$ cat src/rtl/orion_types.sv
// Shared types for the core control path.
//   ctrl_state_t        : pipeline_ctrl sequencing states
//   ctrl_stall_t        : the four per-stage hold strobes
//   MEM_TIMEOUT_DEFAULT : default data-access wait limit in cycles
package orion_types;

   typedef enum logic [1:0] {
      RUN      = 2'd0,
      MEM_REQ  = 2'd1,
      MEM_RESP = 2'd2,
      ERROR    = 2'd3
   } ctrl_state_t;

   typedef struct packed {
      logic if_s;
      logic id_s;
      logic ex_s;
      logic mem_s;
   } ctrl_stall_t;

   localparam int unsigned MEM_TIMEOUT_DEFAULT = 255;

endpackage

$ cat src/rtl/ctrl_perf_cnt.sv
// Wrapping performance counter.
//   clk_i  : core clock
//   clr_i  : synchronous clear, wins over the enable
//   en_i   : count this cycle
//   cnt_o  : current count, wraps modulo 2^CNT_W
module ctrl_perf_cnt #(
   parameter int unsigned CNT_W = 32
) (
   input  logic             clk_i,
   input  logic             clr_i,
   input  logic             en_i,
   output logic [CNT_W-1:0] cnt_o
);

   logic [CNT_W-1:0] cnt_q;

   always_ff @(posedge clk_i) begin
      if (clr_i) begin
         cnt_q <= '0;
      end else if (en_i) begin
         cnt_q <= cnt_q + CNT_W'(1);
      end
   end

   assign cnt_o = cnt_q;

endmodule

$ cat src/rtl/pipeline_ctrl.sv
// Hazard and sequencing controller for the five-stage core.
// Inputs : clk_i, rst_i (sync, active high), ID/EX/MEM stage status,
//          data-memory grant/rvalid handshake, EX redirect target.
// Outputs: per-stage stall and flush strobes, PC redirect and target,
//          sticky memory timeout flag, stall and redirect counters.
//
// state    | meaning
// ---------+----------------------------------------------------
// RUN      | no data access outstanding
// MEM_REQ  | data access issued, waiting for grant
// MEM_RESP | load granted, waiting for read data
// ERROR    | access exceeded MEM_TIMEOUT, pipeline frozen to reset
module pipeline_ctrl
   import orion_types::*;
#(
   parameter int unsigned XLEN        = 32,
   parameter int unsigned CNT_W       = 32,
   parameter int unsigned MEM_TIMEOUT = MEM_TIMEOUT_DEFAULT
) (
   input  logic             clk_i,
   input  logic             rst_i,
   input  logic             id_valid_i,
   input  logic             id_load_use_i,
   input  logic             ex_valid_i,
   input  logic             ex_redirect_i,
   input  logic [XLEN-1:0]  ex_target_i,
   input  logic             mem_valid_i,
   input  logic             mem_access_i,
   input  logic             mem_is_store_i,
   input  logic             dmem_gnt_i,
   input  logic             dmem_rvalid_i,
   output logic             if_stall_o,
   output logic             id_stall_o,
   output logic             ex_stall_o,
   output logic             mem_stall_o,
   output logic             id_flush_o,
   output logic             ex_flush_o,
   output logic             pc_redirect_o,
   output logic [XLEN-1:0]  pc_target_o,
   output logic             mem_timeout_o,
   output logic [CNT_W-1:0] stall_cnt_o,
   output logic [CNT_W-1:0] flush_cnt_o
);

   ctrl_state_t state_q;
   logic [31:0] wait_q;
   logic        timeout_q;

   logic        mem_start;
   logic        mem_done;
   logic        mem_stall;
   logic        wait_hit;
   ctrl_stall_t stall;

   assign mem_start = mem_valid_i && mem_access_i;
   // Stores finish on grant; loads also need data.
   assign mem_done  = dmem_gnt_i && (mem_is_store_i || dmem_rvalid_i);
   // wait_q counts cycles already spent waiting, so +1 includes this one.
   assign wait_hit  = (MEM_TIMEOUT != 0) && ((wait_q + 32'd1) >= MEM_TIMEOUT);

   // The completing cycle of an access is not stalled.
   always_comb begin
      mem_stall = 1'b0;
      case (state_q)
         RUN:      mem_stall = mem_start && !mem_done;
         MEM_REQ:  mem_stall = !mem_done;
         MEM_RESP: mem_stall = !dmem_rvalid_i;
         default:  mem_stall = 1'b1;
      endcase
   end

   always_comb begin
      stall         = '0;
      id_flush_o    = 1'b0;
      ex_flush_o    = 1'b0;
      pc_redirect_o = 1'b0;
      pc_target_o   = '0;
      if (rst_i) begin
         id_flush_o = 1'b1;
         ex_flush_o = 1'b1;
      end else if (mem_stall) begin
         stall = '{if_s: 1'b1, id_s: 1'b1, ex_s: 1'b1, mem_s: 1'b1};
      end else if (ex_valid_i && ex_redirect_i) begin
         // Kills the younger load-use victim in ID as well.
         id_flush_o    = 1'b1;
         ex_flush_o    = 1'b1;
         pc_redirect_o = 1'b1;
         pc_target_o   = ex_target_i;
      end else if (id_valid_i && id_load_use_i) begin
         stall.if_s = 1'b1;
         stall.id_s = 1'b1;
         ex_flush_o = 1'b1;
      end
   end

   assign if_stall_o  = stall.if_s;
   assign id_stall_o  = stall.id_s;
   assign ex_stall_o  = stall.ex_s;
   assign mem_stall_o = stall.mem_s;

   always_ff @(posedge clk_i) begin
      if (rst_i) begin
         state_q   <= RUN;
         wait_q    <= '0;
         timeout_q <= 1'b0;
      end else begin
         case (state_q)
            RUN: begin
               if (mem_start && !dmem_gnt_i) begin
                  state_q <= MEM_REQ;
                  wait_q  <= '0;
               end else if (mem_start && !mem_done) begin
                  state_q <= MEM_RESP;
                  wait_q  <= '0;
               end
            end
            MEM_REQ, MEM_RESP: begin
               if (!mem_stall) begin
                  state_q <= RUN;
               end else if (wait_hit) begin
                  state_q   <= ERROR;
                  timeout_q <= 1'b1;
               end else begin
                  wait_q <= wait_q + 32'd1;
                  if (dmem_gnt_i) begin
                     state_q <= MEM_RESP;
                  end
               end
            end
            default: state_q <= ERROR;
         endcase
      end
   end

   assign mem_timeout_o = timeout_q;

   ctrl_perf_cnt #(.CNT_W(CNT_W)) u_stall_cnt (
      .clk_i (clk_i),
      .clr_i (rst_i),
      .en_i  (stall.if_s),
      .cnt_o (stall_cnt_o)
   );

   ctrl_perf_cnt #(.CNT_W(CNT_W)) u_flush_cnt (
      .clk_i (clk_i),
      .clr_i (rst_i),
      .en_i  (pc_redirect_o),
      .cnt_o (flush_cnt_o)
   );

endmodule

$ cat config.mk
export PLATFORM = sky130hd
export DESIGN_NAME = pipeline_ctrl
export DESIGN_NICKNAME = d
export VERILOG_FILES = /design/src/rtl/orion_types.sv /design/src/rtl/ctrl_perf_cnt.sv /design/src/rtl/pipeline_ctrl.sv
export SDC_FILE = /design/constraint.sdc
export NUM_CORES = 1
export LEC_CHECK = 0
export CORE_MARGIN = 2
export CORE_UTILIZATION = 42
export CTS_CLUSTER_DIAMETER = 80
export DETAILED_ROUTE_END_ITERATION = 10
export MAX_ROUTING_LAYER = met4
export PLACE_DENSITY = 0.72
export SLEW_MARGIN = 20
export SYNTH_ARGS = -nofsm -noshare
export SYNTH_HDL_FRONTEND = slang
export SYNTH_SLANG_ARGS = --single-unit
$ cat constraint.sdc
create_clock -name clk_i -period 3.5 [get_ports clk_i]
set_input_delay 0.7 -clock clk_i [delete_from_list [all_inputs] [get_ports clk_i]]
set_output_delay 0.7 -clock clk_i [all_outputs]
set_load 0.1 [all_outputs]
# Yosys cells after proc, flatten, opt, wreduce, memory -nomap -nowiden
# Index checks and enable logic that the tools add are counted.
op_classes:
  n_lt_le_gt_ge: 1
  reduce_logical: 16
  n_eq_ne: 6
  n_mux: 28
  add_sub_neg: 3
ops:
  columns: ["op", "n"]
  rows:
  - ["2-to-1 mux 32 bit", 7]
  - ["adder 32 x 1 -> 32 bit (second input constant)", 3]
  - ["one-hot mux 32 bit (2 select lines)", 1]
  - ["greater-or-equal comparator 32 x 8 -> 1 bit (second input constant)", 1]
  - ["2-to-1 mux 2 bit", 9]
  - ["2-to-1 mux 1 bit", 8]
  - ["logical AND 1 bit", 6]
  - ["2-to-1 mux 4 bit", 1]
  - ["inequality test 2 bit (second input constant)", 2]
  - ["inequality test 4 bit (second input constant)", 1]
  - ["one-hot mux 2 bit (2 select lines)", 1]
  - ["AND reduction 4 bit", 1]
  - ["zero test 1 bit", 3]
  - ["inequality test 3 bit (second input constant)", 1]
  - ["one-hot mux 1 bit (3 select lines)", 1]
  - ["AND reduction 3 bit", 1]
  - ["equality test 2 x 1 -> 1 bit (second input constant)", 1]
  - ["equality test 2 bit (second input constant)", 1]
  - ["zero test 2 bit", 1]
  - ["AND reduction 2 bit", 1]
  - ["nonzero test 2 bit", 1]
  - ["OR reduction 2 bit", 1]
  - ["logical OR 1 bit", 1]
totals:
  regBits: 99
  elab_cells: 59

# Logic depth before layout (Yosys ltp)
# Gate-level depths: netlist of run 1.
logic_depth:
  word_depth: 7
  ltp_mapped: 12
  ltp_nobuf: 10

# By module
# From an unflattened synthesis of run 1, not the netlist that was laid out.
unflattened:
  hier_cells: 661
  area_unflattened_um2: 5445.2
by_module_without_submodules:
  columns: ["mod", "instances", "area_per_inst_um2", "cells_each", "seq_area_each_um2"]
  rows:
  - ["ctrl_perf_cnt", 2, 1564.0, 181, 640.6]
  - ["pipeline_ctrl", 1, 2317.2, 299, 700.7]

# Least setup slack after synthesis of run 1
# OpenSTA, ideal clock, no wires.
synth_path:
  path_kind: "input-to-output"
  from: "in dmem_rvalid_i"
  to: "out if_stall_o"
  cell_stages: 7
  slack_ns: -1.362
  arrival_time_ns: 4.162
  required_time_ns: 2.800
  n_path_buf: 1
  path_cell_list: "o21ai_0 nand4_1 nand3_1 nor2_1 or2_2 a21oi_1 buf_4"
synth_between:
  elab_chain_cells: 7
  word_cells_on_any_way: 8
synth_lines:
  columns: ["item", "line", "text"]
  rows:
  - ["start: declaration", "pipeline_ctrl.sv:31", "input logic dmem_rvalid_i,"]
  - ["logical OR 1 bit", "pipeline_ctrl.sv:57", "assign mem_done = dmem_gnt_i && (mem_is_store_i || dmem_rvalid_i);"]
  - ["logical AND 1 bit", "pipeline_ctrl.sv:57", null]
  - ["zero test 1 bit", "pipeline_ctrl.sv:65, pipeline_ctrl.sv:66", null]
  - ["logical AND 1 bit", "pipeline_ctrl.sv:65", "RUN: mem_stall = mem_start && !mem_done;"]
  - ["one-hot mux 1 bit (3 select lines) *", "pipeline_ctrl.sv:64", "case (state_q)"]
  - ["2-to-1 mux 2 bit *", "pipeline_ctrl.sv:81", "end else if (mem_stall) begin"]
  - ["2-to-1 mux 4 bit *", "pipeline_ctrl.sv:78", "if (rst_i) begin"]
  - ["end: declaration", "pipeline_ctrl.sv:32", "output logic if_stall_o,"]
# Mark *: on every way between the ends. The rest lies on a longest branch, timed or not.

# Worst setup path after layout of run 1
# Same ends and word-level chain as after synthesis.

==> results of run 1 <==
## stage by stage
step / util [%] / instance area, µm² / std cells
after floorplan: - / 5190 / 639
after global placement: 60.0 / 7200 / 930
after detailed placement: 60.0 / 7200 / 930
after CTS: 62.3 / 7480 / 946
after global routing: 62.4 / 7490 / 946
final: 62.4 / 7490 / 946
## kinds of logic (layout without fill, tap and decap cells)
| kind of cell | Yosys count | in the layout | synth area share [%] |
|---|---|---|---|
| flops | 99 | 99 | 38.3 |
| compound gates | 74 | 74 | 9.43 |
| buf+inv | 68 | 228 | 5.75 |
| mux | 8 | 8 | 1.74 |
| simple gates | 324 | 324 | 33.1 |
| xor+xnor | 58 | 58 | 9.81 |
| fa+ha+maj | 8 | 8 | 1.93 |
## state kept, by name, indices dropped and copies added, names as in the netlist
register / count
wait_q: 32
mem_timeout_o: 1
u_flush_cnt.cnt_o: 32
u_stall_cnt.cnt_o: 32
state_q: 2
## layout make-up
type / count / area, µm²
timing repair buffer: 167 / 1960
clock inverter: 5 / 36.3
multi-input combinational: 472 / 2920
tap: 147 / 184
clock buffer: 11 / 243
fill: 1018 / 4520
sequential: 99 / 1980
inverter: 45 / 169
## cells in the final DEF, fill, tap and decap left out, types with 14 or more instances in the layout
cell | Yosys | final
clkdlybuf4s50_1 | 0 | 82
dfxtp_1 | 99 | 99
nor2_2 | 20 | 21
o21ai_0 | 20 | 20
xnor2_1 | 28 | 28
nand2_1 | 45 | 45
nor2_1 | 83 | 82
nand3_1 | 42 | 42
buf_4 | 4 | 44
a21oi_1 | 15 | 14
xor2_1 | 30 | 30
inv_1 | 45 | 45
buf_12 | 0 | 40
and2_1 | 35 | 35
nand4_1 | 23 | 23
## layer usage
layer  part of all wire (%)  track usage [%]
met4                    2.0             6.35
met2                     50             37.4
met3                    6.1             7.54
met1                     42             25.3
met5                      0                -
## worst paths after layout
| kind | start | end | slack [ns] | depth (start not counted) |
|---|---|---|---|---|
| hold / removal | wait_q[15]$_SDFFE_PP0P_ | wait_q[15]$_SDFFE_PP0P_ | 0.48 | 2 |
| setup / recovery | dmem_rvalid_i | if_stall_o | 0.12 | 8 |
| hold reg to reg | wait_q[15]$_SDFFE_PP0P_ | wait_q[15]$_SDFFE_PP0P_ | 0.48 | 2 |
| setup reg to reg | wait_q[1]$_SDFFE_PP0P_ | wait_q[16]$_SDFFE_PP0P_ | 0.31 | 10 |
## power by group through the flow
stage / sequential (mW) / clock, mW / combinational (mW)
floorplan: 1.26 / 0 / 0.482
global placement: 1.19 / 0 / 0.846
detailed placement: 1.19 / 0 / 0.856
CTS: 1.17 / 0.955 / 0.860
global route: 1.17 / 1.01 / 0.899
finish: 1.17 / 0.932 / 0.856
## tightest hold or removal path, cell delays in order (launching register included)
cell     delay [ns]
dfxtp_1        0.34
inv_1          0.06
nor2_1         0.04
==> metrics.md, run 1 <==
| Metric | Value |
|---|---|
| Status | `finished, final reports clean` |
| Count of final setup violators | `0` |
| Core Rows | `40` |
| Share of layout cells above drive strength 1 | `17.4%` |
| Syn_nets | `690` |
| Drt first pass iters | `4` |
| TritonCTS clock tree | `yes` |
| Worst Path Required | `2.80 ns` |
| CP max stage cell | `clkdlybuf4s50_1` |
| YS warnings | `0` |
| GRT Total Usage | `22.3%` |
| Peak VDD IR | `0.357 mV` |
| Hold WS | `0.477 ns` |
| Vias/cell | `5.25` |
| Num CTS Buffers | `9` |
| Routed len/inst | `14.8 µm` |
| Bufs and invs on worst path | `2` |
| Max clock buf depth | `2` |
| Design Power | `2.96 mW` |
| Library cells used by synthesis | `60` |
| CP cell instances | `clkdlybuf4s50_1 > o21ai_0 > nand4_1 > nand3_1 > nor2_1 > or2_2 > a21oi_4 > buf_12` |
| Fmax | `296 MHz` |
| Int Pwr | `1.95 mW` |
| Critical Path AT | `2.68 ns` |
| Post-synthesis sequential area ratio | `38.3%` |
| MaxCap Viol Count | `0` |
| Cell Pwr Density | `395 nW/µm²` |
| Pins Over Slew Limit | `0` |
| Post_cts resized | `0` |
| Fin crit period | `3.38 ns` |
| Vias in the first global route | `4949` |
| Seq pwr share | `39.5%` |
| Avg Cell Area, Syn | `8.10 µm²` |
| Initial drt markers | `227` |
| Most common cell in the netlist | `dfxtp_1` |
| Worst min-delay path class | `flop to flop` |
| Worst-path clk slew | `0.06 ns` |
| Combinational share of power | `28.9%` |
| DRC Markers | `0` |
| Crit Path Class | `input port to output pin` |
| Die Y | `115 µm` |
| Tcrit/Tclk final | `96.5%` |
| Final HPWL DP | `10.8 mm` |
| Max FO, Critical Path | `5` |
| # hold bufs at CTS | `0` |
| Commonest cells post-synth | `99 x dfxtp_1, 83 x nor2_1, 45 x inv_1, 45 x nand2_1, 42 x nand3_1` |
| RSZ-0062 raised after global routing | `false` |
| Endpoints failing hold | `0` |
| Main synth FF type | `dfxtp_1` |
| Syn Inst Count | `639` |
| Leakage Power | `2.80 nW` |
| Final net count | `845` |
| Routed WL | `14.0 mm` |
| EDFF count, synth | `0` |
| Clk root buf | `clkbuf_16` |
| Max_slew headroom | `33.1%` |
| Cell Area, Synth | `5180 µm²` |
| Initial Utilization | `43.1%` |
| Die area | `13200 µm²` |
| Via count | `4967` |
| Sw frac | `34.1%` |
| Post-synthesis register bit count | `99` |
| Setup_tns | `0 ns` |
| Switching Power | `1.01 mW` |
| Ys async rst share | `0%` |
| Worst-margin pin slew | `1.00 ns` |
| Initial antenna violation count | `0` |
| PnR worst setup slack | `0.122 ns` |
| CTS HTree Levels | `3` |
| Largest net degree at the start of global routing | `38` |
| First-pass GRT wire length | `22.9 mm` |
| Synth top area cells | `dfxtp_1 38%, nor2_1 6.0%, xor2_1 5.1%` |
| DRT antenna net count | `0` |
| I/O Buffers | `146` |
| Setup Skew | `0.0117 ns` |
| Total grt overflow | `0` |
| Worst slack, placed | `0.0115 ns` |
| Clock latency on the worst-skew pair | `0.35 ns` |
| Die Wd | `115 µm` |
| Diode count | `0` |
| Final Wtd Congestion | `0.896` |
| Area delta synth->final | `44.7%` |
| Setup Fix Bufs, Post-CTS | `0` |
| Clock Sinks | `99` |
| CP delay by family, top | `simple AND/OR/NAND/NOR gates` |
| Synth top area share | `38.3%` |
| Type of origin of the critical path | `input port` |
| Core Region | `12000 µm²` |
| Clock group share of total power | `31.5%` |
| Setup crit end kind | `output pin` |
| # IOs | `147` |
| Crit path largest cell delay | `0.43 ns` |
| Synth area leader | `dfxtp_1` |
Note: power is estimated with default switching activity, not from simulation.
==> run 2, diff against run 1 <==
--- a/config.mk
+++ b/config.mk
@@ -6,11 +6,11 @@
 export NUM_CORES = 1
 export LEC_CHECK = 0
 export CORE_MARGIN = 2
-export CORE_UTILIZATION = 42
+export CORE_UTILIZATION = 40
 export CTS_CLUSTER_DIAMETER = 80
 export DETAILED_ROUTE_END_ITERATION = 10
 export MAX_ROUTING_LAYER = met4
-export PLACE_DENSITY = 0.72
+export PLACE_DENSITY = 0.69
 export SLEW_MARGIN = 20
 export SYNTH_ARGS = -nofsm -noshare
 export SYNTH_HDL_FRONTEND = slang
==> run 2 against run 1 <==
  * Power rose by 3.3%
  * Highest routed layer unchanged
  * Die area rose by 4.8%
  * Setup slack improved by 0.12 ns
  * Clock-buffer cell count fell by 1
  * Sequential power barely moved
  * Critical endpoint unchanged
  * Via count rose by 0.64%
  * Non-clock buffer count fell by 1
  * Clock power rose by 12%
==> metrics.md, run 2 (synthesis results as in run 1) <==
| Metric | Value |
|---|---|
| Pins Over Slew Limit | `0 (unchanged)` |
| Hold endpoint | `wait_q[31]$_SDFFE_PP0P_` |
| Type of origin of the critical path | `input port` |
| MaxCap Viol Count | `0 (unchanged)` |
| # hold bufs at CTS | `0 (unchanged)` |
| I/O Buffers | `146 (unchanged)` |
| RSZ-0062 raised after global routing | `false` |
| Total grt overflow | `0 (unchanged)` |
| Worst slack, placed | `0.155 ns (+0.144 ns)` |
| CTS HTree Levels | `3 (unchanged)` |
| Routed len/inst | `14.5 µm (-2.1%)` |
| Crit path largest cell delay | `0.43 ns (about the same)` |
| Setup Skew | `0.00880 ns (-0.00289 ns)` |
| Max clock buf depth | `2 (unchanged)` |
| Tcrit/Tclk final | `93.1% (-3.4 points)` |
| PnR worst setup slack | `0.242 ns (+0.120 ns)` |
| Highest-count cells in the layout ignoring fill and taps | `99 x dfxtp_1, 82 x nor2_1, 78 x clkdlybuf4s50_1` |
| Crit. Startpoint | `dmem_rvalid_i` |
| Leakage Power | `2.80 nW (+0.21%)` |
| Core Region | `12600 µm² (+5.1%)` |
| Post_cts resized | `0 (unchanged)` |
| Area delta synth->final | `45.1%` |
| Initial Utilization | `41.0% (-2.1 points)` |
| Inst Count DP | `951 (+2.3%)` |
| Met3 Track Usage GR | `5.52% (-2.0 points)` |
| CP cell instances | `clkdlybuf4s50_1 > o21ai_0 > nand4_1 > nand3_1 > nor2_1 > or2_2 > a21oi_4 > buf_12` |
| Final HPWL DP | `10.8 mm (about the same)` |
| DRC Markers | `0 (unchanged)` |
| Vias/cell | `5.16 (-1.7%)` |
| Share of layout cells above drive strength 1 | `17.7% (+0.29 points)` |
| Cell Pwr Density | `407 nW/µm² (+3.0%)` |
| Fmax | `307 MHz (+3.7%)` |
| Critical Path AT | `2.56 ns (-0.12 ns)` |
| Clk root buf | `clkbuf_16` |
| Final Wtd Congestion | `0.822 (-8.3%)` |
| Die area | `13900 µm² (+4.8%)` |
| Commonest non-fill, non-tap cell in the layout | `dfxtp_1` |
| Vias in the first global route | `4862 (-1.8%)` |
| Int Pwr | `2.06 mW (+5.7%)` |
| Met2 Track Usage GR | `34.7% (-2.7 points)` |
| Routed WL | `14.1 mm (+0.33%)` |
| Die Y | `118 µm (+2.4%)` |
| GRT Total Usage | `21.0% (-1.3 points)` |
| Max_slew headroom | `33.4% (+0.30 points)` |
| Critical R2R Launch | `wait_q[1]$_SDFFE_PP0P_` |
| Worst r2r dst | `wait_q[7]$_SDFFE_PP0P_` |
| First-pass GRT wire length | `23.2 mm (+1.1%)` |
| Num CTS Buffers | `9 (unchanged)` |
| Clock latency on the worst-skew pair | `0.35 ns (about the same)` |
| Worst Hold Path Cells | `2 (unchanged)` |
| Diode count | `0 (unchanged)` |
| Worst R2R Setup Slack | `0.34 ns (+0.03 ns)` |
| Initial antenna violation count | `0 (unchanged)` |
| Largest net degree at the start of global routing | `37 (-2.6%)` |
| Status | `finished, final reports clean` |
| Reg2reg path depth | `10 (unchanged)` |
| Combinational share of power | `27.5% (-1.4 points)` |
| Via count | `4999 (+0.64%)` |
| # IOs | `147 (unchanged)` |
| Peak VDD IR | `0.416 mV (+16%)` |
| Setup crit end kind | `output pin` |
| Clock group share of total power | `34.2% (+2.7 points)` |
| Worst min-delay path class | `flop to flop` |
| Initial drt markers | `254 (+12%)` |
| Worst-path clk slew | `0.07 ns (about the same)` |
| Global routing's busiest layer | `met2` |
| Worst-margin pin slew | `0.995 ns (-0.00451 ns)` |
| DRT antenna net count | `0 (unchanged)` |
| Sw frac | `32.6% (-1.5 points)` |
| CP max stage cell | `clkdlybuf4s50_1` |
| Fin crit period | `3.26 ns (-0.120 ns)` |
| Count of final setup violators | `0 (unchanged)` |
| Max FO, Critical Path | `5 (unchanged)` |
| Non-filler cells, final | `969 (+2.4%)` |
| TritonCTS clock tree | `yes` |
| Worst Path Required | `2.80 ns (about the same)` |
| Drt first pass iters | `5 (+1)` |
| Switching Power | `0.997 mW (-1.3%)` |
| Seq pwr share | `38.3% (-1.2 points)` |
| Core Rows | `41 (+2.5%)` |
| Die Wd | `118 µm (+2.4%)` |
| Clock Sinks | `99 (unchanged)` |
| GR Util met1 | `24.4% (-0.92 points)` |
| Final net count | `844 (-0.12%)` |
| Endpoints failing hold | `0 (unchanged)` |
| Crit Path Class | `input port to output pin` |
| HP Start | `wait_q[31]$_SDFFE_PP0P_` |
-- run 2: routing by layer --
layer  vias to the layer above  share of wire (%)
met5                         -                  0
met4                         0                2.2
met3                        23                6.1
met2                       138                 49
met1                      2359                 42
li1                       2479                  -
-- run 2: worst max path at each step --
stage | end | slack [ns]
5_1_grt | wait_q[7]$_SDFFE_PP0P_ | 0.07
2_1_floorplan | if_stall_o | -0.23
6_report | if_stall_o | 0.24
3_5_place_dp | u_flush_cnt.cnt_o[31]$_SDFFE_PP0P_ | 0.16
4_1_cts | if_stall_o | 0.22
3_3_place_gp | u_flush_cnt.cnt_o[31]$_SDFFE_PP0P_ | 0.20
-- run 2: metrics by stage --
| step | total power, mW | TNS [ns] | instance area, µm² | utilization, % | hold slack [ns] |
|---|---|---|---|---|---|
| after floorplan | 1.74 | -0.332 | 5190 | - | 0.443 |
| after global placement | 2.03 | 0 | 7180 | 56.9 | 0.461 |
| after detailed placement | 2.04 | 0 | 7180 | 56.9 | 0.470 |
| after CTS | 3.08 | 0 | 7490 | 59.3 | 0.482 |
| after global routing | 3.18 | 0 | 7510 | 59.5 | 0.513 |
| final | 3.05 | 0 | 7510 | 59.5 | 0.481 |
-- run 2: power groups by stage --
stage / Sequential [mW] / Combinational (mW) / Clock (mW)
after global routing: 1.17 / 0.884 / 1.12
after global placement: 1.19 / 0.836 / 0
after floorplan: 1.26 / 0.482 / 0
after CTS: 1.17 / 0.845 / 1.07
final: 1.17 / 0.840 / 1.04
after detailed placement: 1.19 / 0.842 / 0
-- run 2: repair_timing --
action / in CTS / in global routing
setup endpoints to repair: 0 / 12
setup buffers: 0 / 3
endpoints found under the hold margin: 0 / 0
-- run 2: worst max-delay path: cells and delay by family --
kind | cells | cell delay (ns)
simple gates | 4 | 0.68
compound gates | 2 | 0.51
buf+inv | 2 | 0.65
-- run 2: area by class of cell --
| class | instances | area [µm²] |
|---|---|---|
| Fill cell | 1103 | 5110 |
| Tap cell | 172 | 215 |
| Sequential cell | 99 | 1980 |
| Clock buffer | 10 | 229 |
| Timing Repair Buffer | 166 | 1930 |
| Multi-Input combinational cell | 472 | 2910 |
| Inverter | 45 | 169 |
| Clock inverter | 5 | 78.8 |
==> run 3, diff against run 2 <==
--- a/config.mk
+++ b/config.mk
@@ -11,7 +11,6 @@
 export DETAILED_ROUTE_END_ITERATION = 10
 export MAX_ROUTING_LAYER = met4
 export PLACE_DENSITY = 0.69
-export SLEW_MARGIN = 20
 export SYNTH_ARGS = -nofsm -noshare
 export SYNTH_HDL_FRONTEND = slang
 export SYNTH_SLANG_ARGS = --single-unit
==> results of run 3 <==
No change in the layout: final DEF, timing and power equal those of run 2.
